[src/rtl/bw_clk_pkg.sv]
// Shared definitions for the cluster-clock divider family: FSM state
// constants, default counter width and the ratio clamp helper.
package bw_clk_pkg;

  localparam int CNT_W_DEF = 4;
  localparam int unsigned DIV_MIN = 2;

  localparam logic [1:0] ST_RUN      = 2'd0;
  localparam logic [1:0] ST_STOPPING = 2'd1;
  localparam logic [1:0] ST_STOPPED  = 2'd2;

  // Ratios below DIV_MIN cannot form a two-phase clock, so they are raised to it.
  function automatic int unsigned clamp_ratio(input int unsigned r);
    return (r < DIV_MIN) ? DIV_MIN : r;
  endfunction

endpackage

[src/rtl/bw_clk_cclk_div_cnt.sv]
// Period counter and high-phase compare for the cclk divider.
// Counts 0..N-1 while run=1; the registered cclk_div is high for the first
// H=(N+1)>>1 counts of each period. While held, the outputs park low and the
// counter rests at N-1 so that the next running edge starts a fresh period.
module bw_clk_cclk_div_cnt
  import bw_clk_pkg::*;
#(
  parameter int CNT_W   = CNT_W_DEF,
  parameter int DIV_RST = 2
) (
  input  logic             gclk,
  input  logic             arst,
  input  logic [CNT_W-1:0] n,
  input  logic [CNT_W-1:0] n_new,
  input  logic             run,
  input  logic             load,
  output logic [CNT_W-1:0] cnt_next,
  output logic             cclk_div,
  output logic             cyc_start
);

  logic [CNT_W-1:0] cnt;
  logic [CNT_W-1:0] high_len;

  // Next count with wrap at N-1, and the high-phase length (odd N favours high).
  always_comb begin
    cnt_next = (cnt == n - CNT_W'(1)) ? '0 : cnt + CNT_W'(1);
    high_len = (n >> 1) + CNT_W'(n[0]);
  end

  // Advance and register the divided clock, or park low and rest at N-1.
  always_ff @(posedge gclk or posedge arst) begin
    if (arst) begin
      cnt       <= CNT_W'(DIV_RST - 1);
      cclk_div  <= 1'b0;
      cyc_start <= 1'b0;
    end else if (run) begin
      cnt       <= cnt_next;
      cclk_div  <= (cnt_next < high_len);
      cyc_start <= (cnt_next == '0);
    end else begin
      cclk_div  <= 1'b0;
      cyc_start <= 1'b0;
      if (load) begin
        cnt <= n_new - CNT_W'(1);
      end
    end
  end

endmodule

[src/rtl/bw_clk_cclk_div.sv]
// Programmable integer divider and stop/start controller for the cclk path.
// Ratio changes use a level req / pulse ack handshake and only take effect
// on a period boundary, so cclk_div never emits a runt pulse.
// Optional feature macro: BW_CLK_CCLK_DIV_STOP_EN enables the controlled
// stop (STOPPING/STOPPED states, stop_req, stopped). Without it the block
// always runs and stopped is tied low.
module bw_clk_cclk_div
  import bw_clk_pkg::*;
#(
  parameter int CNT_W   = CNT_W_DEF,
  parameter int DIV_RST = 2
) (
  input  logic             gclk,
  input  logic             arst,
  input  logic [CNT_W-1:0] div_ratio,
  input  logic             div_req,
  output logic             div_ack,
  input  logic             stop_req,
  output logic             stopped,
  output logic             cclk_div,
  output logic             cyc_start
);

  logic [CNT_W-1:0] ratio;
  logic [CNT_W-1:0] pend_ratio;
  logic             pend_vld;
  logic [CNT_W-1:0] req_ratio;
  logic [CNT_W-1:0] new_ratio;
  logic [CNT_W-1:0] cnt_next;
  logic             req_now;
  logic             req_eff;
  logic             wrap;
  logic             run;
  logic             load;

`ifdef BW_CLK_CCLK_DIV_STOP_EN
  logic [1:0] state;
  logic [1:0] state_nx;

  // Stop FSM. A stop request seen on a boundary edge parks at once, so the
  // stop latency never exceeds one period; STOPPING just waits for that edge.
  always_comb begin
    req_now   = div_req & ~div_ack;
    req_ratio = CNT_W'(clamp_ratio(32'(div_ratio)));
    req_eff   = pend_vld | req_now;
    new_ratio = pend_vld ? pend_ratio : req_ratio;
    wrap      = (cnt_next == '0);
    state_nx  = state;
    run       = 1'b1;
    case (state)
      ST_RUN: begin
        if (stop_req) begin
          if (wrap) begin
            state_nx = ST_STOPPED;
            run      = 1'b0;
          end else begin
            state_nx = ST_STOPPING;
          end
        end
      end
      ST_STOPPING: begin
        if (!stop_req) begin
          state_nx = ST_RUN;
        end else if (wrap) begin
          state_nx = ST_STOPPED;
          run      = 1'b0;
        end
      end
      ST_STOPPED: begin
        if (!stop_req) begin
          state_nx = ST_RUN;
        end else begin
          run = 1'b0;
        end
      end
      default: state_nx = ST_RUN;
    endcase
    load = req_eff & ((state == ST_STOPPED) | wrap);
  end

  // State register and the registered stopped flag.
  always_ff @(posedge gclk or posedge arst) begin
    if (arst) begin
      state   <= ST_RUN;
      stopped <= 1'b0;
    end else begin
      state   <= state_nx;
      stopped <= (state_nx == ST_STOPPED);
    end
  end
`else
  logic stop_req_unused;

  // Always running: ratio loads only on period boundaries.
  always_comb begin
    req_now   = div_req & ~div_ack;
    req_ratio = CNT_W'(clamp_ratio(32'(div_ratio)));
    req_eff   = pend_vld | req_now;
    new_ratio = pend_vld ? pend_ratio : req_ratio;
    wrap      = (cnt_next == '0);
    run       = 1'b1;
    load      = req_eff & wrap;
  end

  assign stop_req_unused = stop_req;
  assign stopped         = 1'b0;
`endif

  // Ratio handshake: hold a pending request until a load edge, then ack once.
  always_ff @(posedge gclk or posedge arst) begin
    if (arst) begin
      ratio      <= CNT_W'(DIV_RST);
      pend_ratio <= CNT_W'(DIV_RST);
      pend_vld   <= 1'b0;
      div_ack    <= 1'b0;
    end else begin
      div_ack <= load;
      if (load) begin
        ratio    <= new_ratio;
        pend_vld <= 1'b0;
      end else if (req_now) begin
        pend_vld   <= 1'b1;
        pend_ratio <= req_ratio;
      end
    end
  end

  bw_clk_cclk_div_cnt #(
    .CNT_W   (CNT_W),
    .DIV_RST (DIV_RST)
  ) u_cnt (
    .gclk      (gclk),
    .arst      (arst),
    .n         (ratio),
    .n_new     (new_ratio),
    .run       (run),
    .load      (load),
    .cnt_next  (cnt_next),
    .cclk_div  (cclk_div),
    .cyc_start (cyc_start)
  );

endmodule

[config.mk]
export PLATFORM = sky130hd
export DESIGN_NAME = bw_clk_cclk_div
export DESIGN_NICKNAME = d
export VERILOG_FILES = /design/src/rtl/bw_clk_pkg.sv /design/src/rtl/bw_clk_cclk_div_cnt.sv /design/src/rtl/bw_clk_cclk_div.sv
export SDC_FILE = /design/constraint.sdc
export NUM_CORES = 1
export LEC_CHECK = 0
export BUFFER_PORTS_ARGS = -buffer_cell sky130_fd_sc_hd__buf_2
export CAP_MARGIN = 10
export CORE_MARGIN = 10
export CORE_UTILIZATION = 52
export DETAILED_ROUTE_END_ITERATION = 10
export PLACE_DENSITY = 0.72
export SYNTH_ARGS = -nofsm -noshare
export SYNTH_HDL_FRONTEND = slang
export SYNTH_SLANG_ARGS = --single-unit
export TNS_END_PERCENT = 20
[constraint.sdc]
create_clock -name gclk -period 3.2 [get_ports gclk]
set_input_delay 0.48 -clock gclk [delete_from_list [all_inputs] [get_ports gclk]]
set_output_delay 0.48 -clock gclk [all_outputs]
set_load 0.05 [all_outputs]
After elaboration in Yosys (flattened, before gate mapping)
Cells that the tools add are included.
- register bits after elaboration: 16
- latch bits: 0
- RAM bits: 0
- bits in read-only memories: 0
- input port bits: 8
- logic and storage cells: 26
- memories kept: 0
- add/subtract/negate cells: 3
- $mul: 0
- divide/modulo/power cells: 0
- $lt $le $gt $ge: 2
- equal/unequal tests: 1
- shift operators: 0
- muxes and demuxes: 5
- bitwise operators: 5
- reduce and logical (&&, ||, !) cells: 3
- operators with widths (kind ; count):
    $mux 4 ; 3
    $add 3x1->4 ; 1
    $add 4x1->4 const B ; 1
    $eq 4x4->1 ; 1
    $logic_not 4->1 ; 1
    $lt 4x2->1 const B ; 1
    $lt 4x4->1 ; 1
    $sub 4x1->4 const B ; 1
    $and 1x1->1 ; 2
    $mux 1 ; 2
    $not 1->1 ; 2
    $reduce_and 2->1 ; 1
    $reduce_bool 2->1 ; 1
    $or 1x1->1 ; 1

Logic depth before layout (Yosys ltp)
- word-level depth: 7
- gate-level depth with buffers: 11
- depth with buffers taken out: 10

By module
Synthesis repeated with hierarchy kept, for this count alone.
- cells, all modules: 105
- area total of the unflattened synthesis: 1121.1 sq um
- by module, submodules not included (module ; times used ; cells an instance ; area an instance (sq um)):
    bw_clk_cclk_div_cnt ; 1 ; 71 ; 635.6
    bw_clk_cclk_div ; 1 ; 34 ; 485.5

Worst setup path before layout
No wires, ideal clock.
- kind: flip-flop to flip-flop
- start point: register ratio[1]
- end point: register u_cnt.cclk_div
- setup time: 0.077 ns
- arrival: 2.305 ns
- setup slack: 0.818 ns
- cell stages (with the launch flop): 12
- path buffers: 1
- period minus slack after synthesis: 2.382 ns
- cells stage by stage: dfstp_2 -> inv_1 -> ha_1 -> xor2_1 -> and3_4 -> buf_6 -> nand2_1 -> and2_1 -> ha_1 -> o211ai_1 -> o21ai_0 -> a21oi_1
- longest elaborated chain between the ends: 4
- elaborated cells on any way between the ends: 5
- those cells by class: 2 x add/sub; 1 x order compare; 1 x eq/ne; 1 x mux
- ends and longest elaborated chain (element ; line ; RTL):
    from (decl) ; bw_clk_cclk_div.sv:24 ; logic [CNT_W-1:0] ratio;
    from (signal assigned) ; bw_clk_cclk_div.sv:112 ; ratio <= CNT_W'(DIV_RST);
    from (signal assigned) ; bw_clk_cclk_div.sv:119 ; ratio <= new_ratio;
    $sub 4x1->4 ; bw_clk_cclk_div_cnt.sv:27 ; cnt_next = (cnt == n - CNT_W'(1)) ? '0 : cnt + CNT_W'(1);
    $eq 4x4->1 ; bw_clk_cclk_div_cnt.sv:27 ;
    $mux 4 ; bw_clk_cclk_div_cnt.sv:27 ;
    named net cnt_next[1] ; bw_clk_cclk_div.sv:29 ; logic [CNT_W-1:0] cnt_next;
    $lt 4x4->1 ; bw_clk_cclk_div_cnt.sv:39 ; cclk_div <= (cnt_next < high_len);
    to (signal assigned) ; bw_clk_cclk_div_cnt.sv:39 ;
    to (decl) ; bw_clk_cclk_div_cnt.sv:18 ; output logic cclk_div,
The timed path passes the listed nets, and every way through them passes these cells.
A chain may end at the register's enable or synchronous reset.

Worst setup path in the final report
Ends and elaborated chain as after synthesis.

==> reports/qor.yml <==
outcome: "finished clean"
postSynthCellCount: 112
critPathCaptureType: "flop"
slew_violations: 0
fmax_mhz: 378
number_of_nets_with_antenna_violations_after_detailed_routing: 0
finalInstanceArea_sq_mm: 0.00122
number_of_buffers_inserted_by_post_cts_setup_repair: 0
area_growth_syn_to_layout_pct: 8.56
globalRouteOverflowTotal: 0
most-common-layout-cells: "dfrtp_1, a21oi_1, buf_2"
total_vias_in_the_final_route: 951
peak_supply_drop_mv: 0.758
floorplan.initialDensity: 0.562
cts_hold_buf: 0
clock-sinks: 16
finalWeightedCongestion: 0.807
first_global_vias: 930
remaining_drc_errors: 0
powerDensity_mw_per_mm2: 1230
rows: 16
first_iter_violations: 44
fin_tns_setup_ns: 0
first_pass_grt_wire_length_mm: 4.29
ioPinCount: 12
tightestPinTransition_ns: 0.615
timing.setup.critical_path_class: "reg -> reg"
cts_tree: "yes"
p_leak_nw: 0.562
worstPathArrival_ns: 2.87
worst-path-max-fanout: 7
whs_ns: 0.234
synth.avg_cell_area_sq_um: 10.0
rsz0062_at_grt: "false"
synth.cell_area_sq_mm: 0.00112
avgRoutedWirePerCell_microns: 17.4
design.final.nets: 138
layout.cells.most_common: "dfrtp_1"
cts_buffers: 3
die-width_microns: 66.5
final_util: 0.610
hold_path_class: "in -> async"
track_usage: 0.122
synthesis.nets: 127
worst_skew_pair.late_latency_ns: 0.30
grt_start_max_net_pins: 17
finalCritPeriodShare: 0.827
cap_violations: 0
final_setup_violation_count: 0
share_of_synthesized_area_occupied_by_flip_flops_and_latches: 0.359
core-area_sq_mm: 0.00200
yosysWarnings: 0
cts_root_buffer: "clkbuf_4"
io_buffer_count: 9
cts.clk_slew.worst_paths_ns: 0.11
antenna_violations_before_repair: 0
die-area_sq_mm: 0.00442
min_tclk_post_route_ns: 2.65
timing_hold_violations_final: 0
viasPerCell: 6.38
slew_headroom: 0.590
post_synth_num_cell_types: 37
drt_wl_total_mm: 2.59
ctsHtreeMaxLevel: 1
antenna-diode-count: 0
first_pass_iters: 4
worst_clock_skew_ns: 0.00749
critical_path_rt_ns: 3.42
maximum_root_to_sink_buffer_count: 2
final_layout_size_suffix_gt1_frac: 0.213
start_kind: "flop"
yosys_register_bits: 16
hpwl_mm: 1.92
dpl-instance-area_sq_mm: 0.00118
die_h_microns: 66.5
postcts_resize_cnt: 0
==> cell usage after synthesis (all sizes together) <==
master,n,area (sq um)
xor2,4,35.0
mux2i,4,40.0
xnor2,5,43.8
inv,7,26.3
a22oi,1,7.51
a21oi,9,45.0
o21a,1,7.51
a211oi,2,27.5
nand3,5,25.0
nand2b,1,6.26
a22o,1,10.0
clkbuf,2,7.51
conb,1,3.75
nor3,3,15.0
dfstp,3,78.8
and3,3,25.0
xnor3,1,23.8
ha,7,87.6
nand2,3,11.3
dfrtp,13,325
or2,1,6.26
o211ai,4,30.0
a221oi,7,61.3
o21ai,1,5.00
and4b,1,10.0
buf,2,18.8
o311ai,1,8.76
and2,2,12.5
nor2b,3,18.8
nand4,4,25.0
nor4b,1,8.76
mux2,3,45.0
nor2,6,22.5
==> registers in the layout (all words and copies together), names as in the netlist <==
name / count
pend_vld: 1
u_cnt.cnt: 4
u_cnt.cclk_div: 1
ratio: 4
div_ack: 1
u_cnt.cyc_start: 1
pend_ratio: 4
==> cell type report <==
type                    instances  area [sq um]
clock buffers                   4          36.3
fillers                       182           781
inverters                       7          26.3
multi-input cells              85           668
flip-flops and latches         16           404
well taps                      27          33.8
repair buffers                 10          52.6
==> worst max-delay path: stages, from the launching register on <==
cell and delay (ns):
dfstp_2 0.56, inv_1 0.07, ha_1 0.33, xor2_1 0.22
and3_4 0.28, nand2_1 0.14, and2_1 0.22, ha_1 0.30
o211ai_1 0.20, o21ai_0 0.13, a21oi_1 0.12
==> metrics by stage <==
stage | total power, W | cells | worst slack, ns
after floorplan | 0.00114 | 112 | 0.818
after global placement | 0.00129 | 145 | 0.691
after detailed placement | 0.00133 | 145 | 0.644
after CTS | 0.00149 | 149 | 0.581
after global routing | 0.00162 | 149 | 0.322
final | 0.00150 | 149 | 0.554
==> logic make-up (layout without fill, tap and decap cells) <==
group | count (synthesis) | after routing | share of synthesized area
buffers and inverters | 11 | 21 | 0.0467
AND/OR/NAND/NOR | 33 | 33 | 0.166
flip-flops | 16 | 16 | 0.359
multiplexers | 7 | 7 | 0.0756
XOR/XNOR | 10 | 10 | 0.0912
AO/OA/AOI/OAI | 27 | 27 | 0.180
other | 1 | 1 | 0.00333
adder cells (fa/ha/maj) | 7 | 7 | 0.0779
==> report_power, final <==
part / switching (W) / total [W] / leakage (nW) / internal (W)
registers: 0.000105 / 0.000410 / 0.180 / 0.000305
logic: 0.000541 / 0.000950 / 0.360 / 0.000410
clock network: 0.0000709 / 0.000140 / 0.0210 / 0.0000694
==> layer usage <==
layer / vias up / global-route usage / wire, microns / share of wire
li1: 438 / - / - / -
met1: 460 / 0.151 / 1130 / 0.44
met2: 43 / 0.194 / 1180 / 0.45
met3: 10 / 0.0234 / 199 / 0.077
met4: 0 / 0.0628 / 76 / 0.029
met5: - / 0 / 0 / 0
==> final timing paths <==
path                       depth (start not counted)                         to  slack [ns]                 startpoint
max                                               10   u_cnt.cclk_div$_DFF_PP0_        0.55       ratio[1]$_DFFE_PP1P_
max in group asynchronous                          2     u_cnt.cnt[3]$_DFF_PP0_        2.56                       arst
max reg2reg                                       10   u_cnt.cclk_div$_DFF_PP0_        0.55       ratio[1]$_DFFE_PP1P_
min reg2reg                                        2  pend_ratio[1]$_DFFE_PP1P_        0.47  pend_ratio[1]$_DFFE_PP1P_
min in group gclk                                  2  pend_ratio[2]$_DFFE_PP0P_        0.45               div_ratio[2]
min                                                2  pend_ratio[2]$_DFFE_PP0P_        0.23                       arst
(Power assumes the default switching activity.)
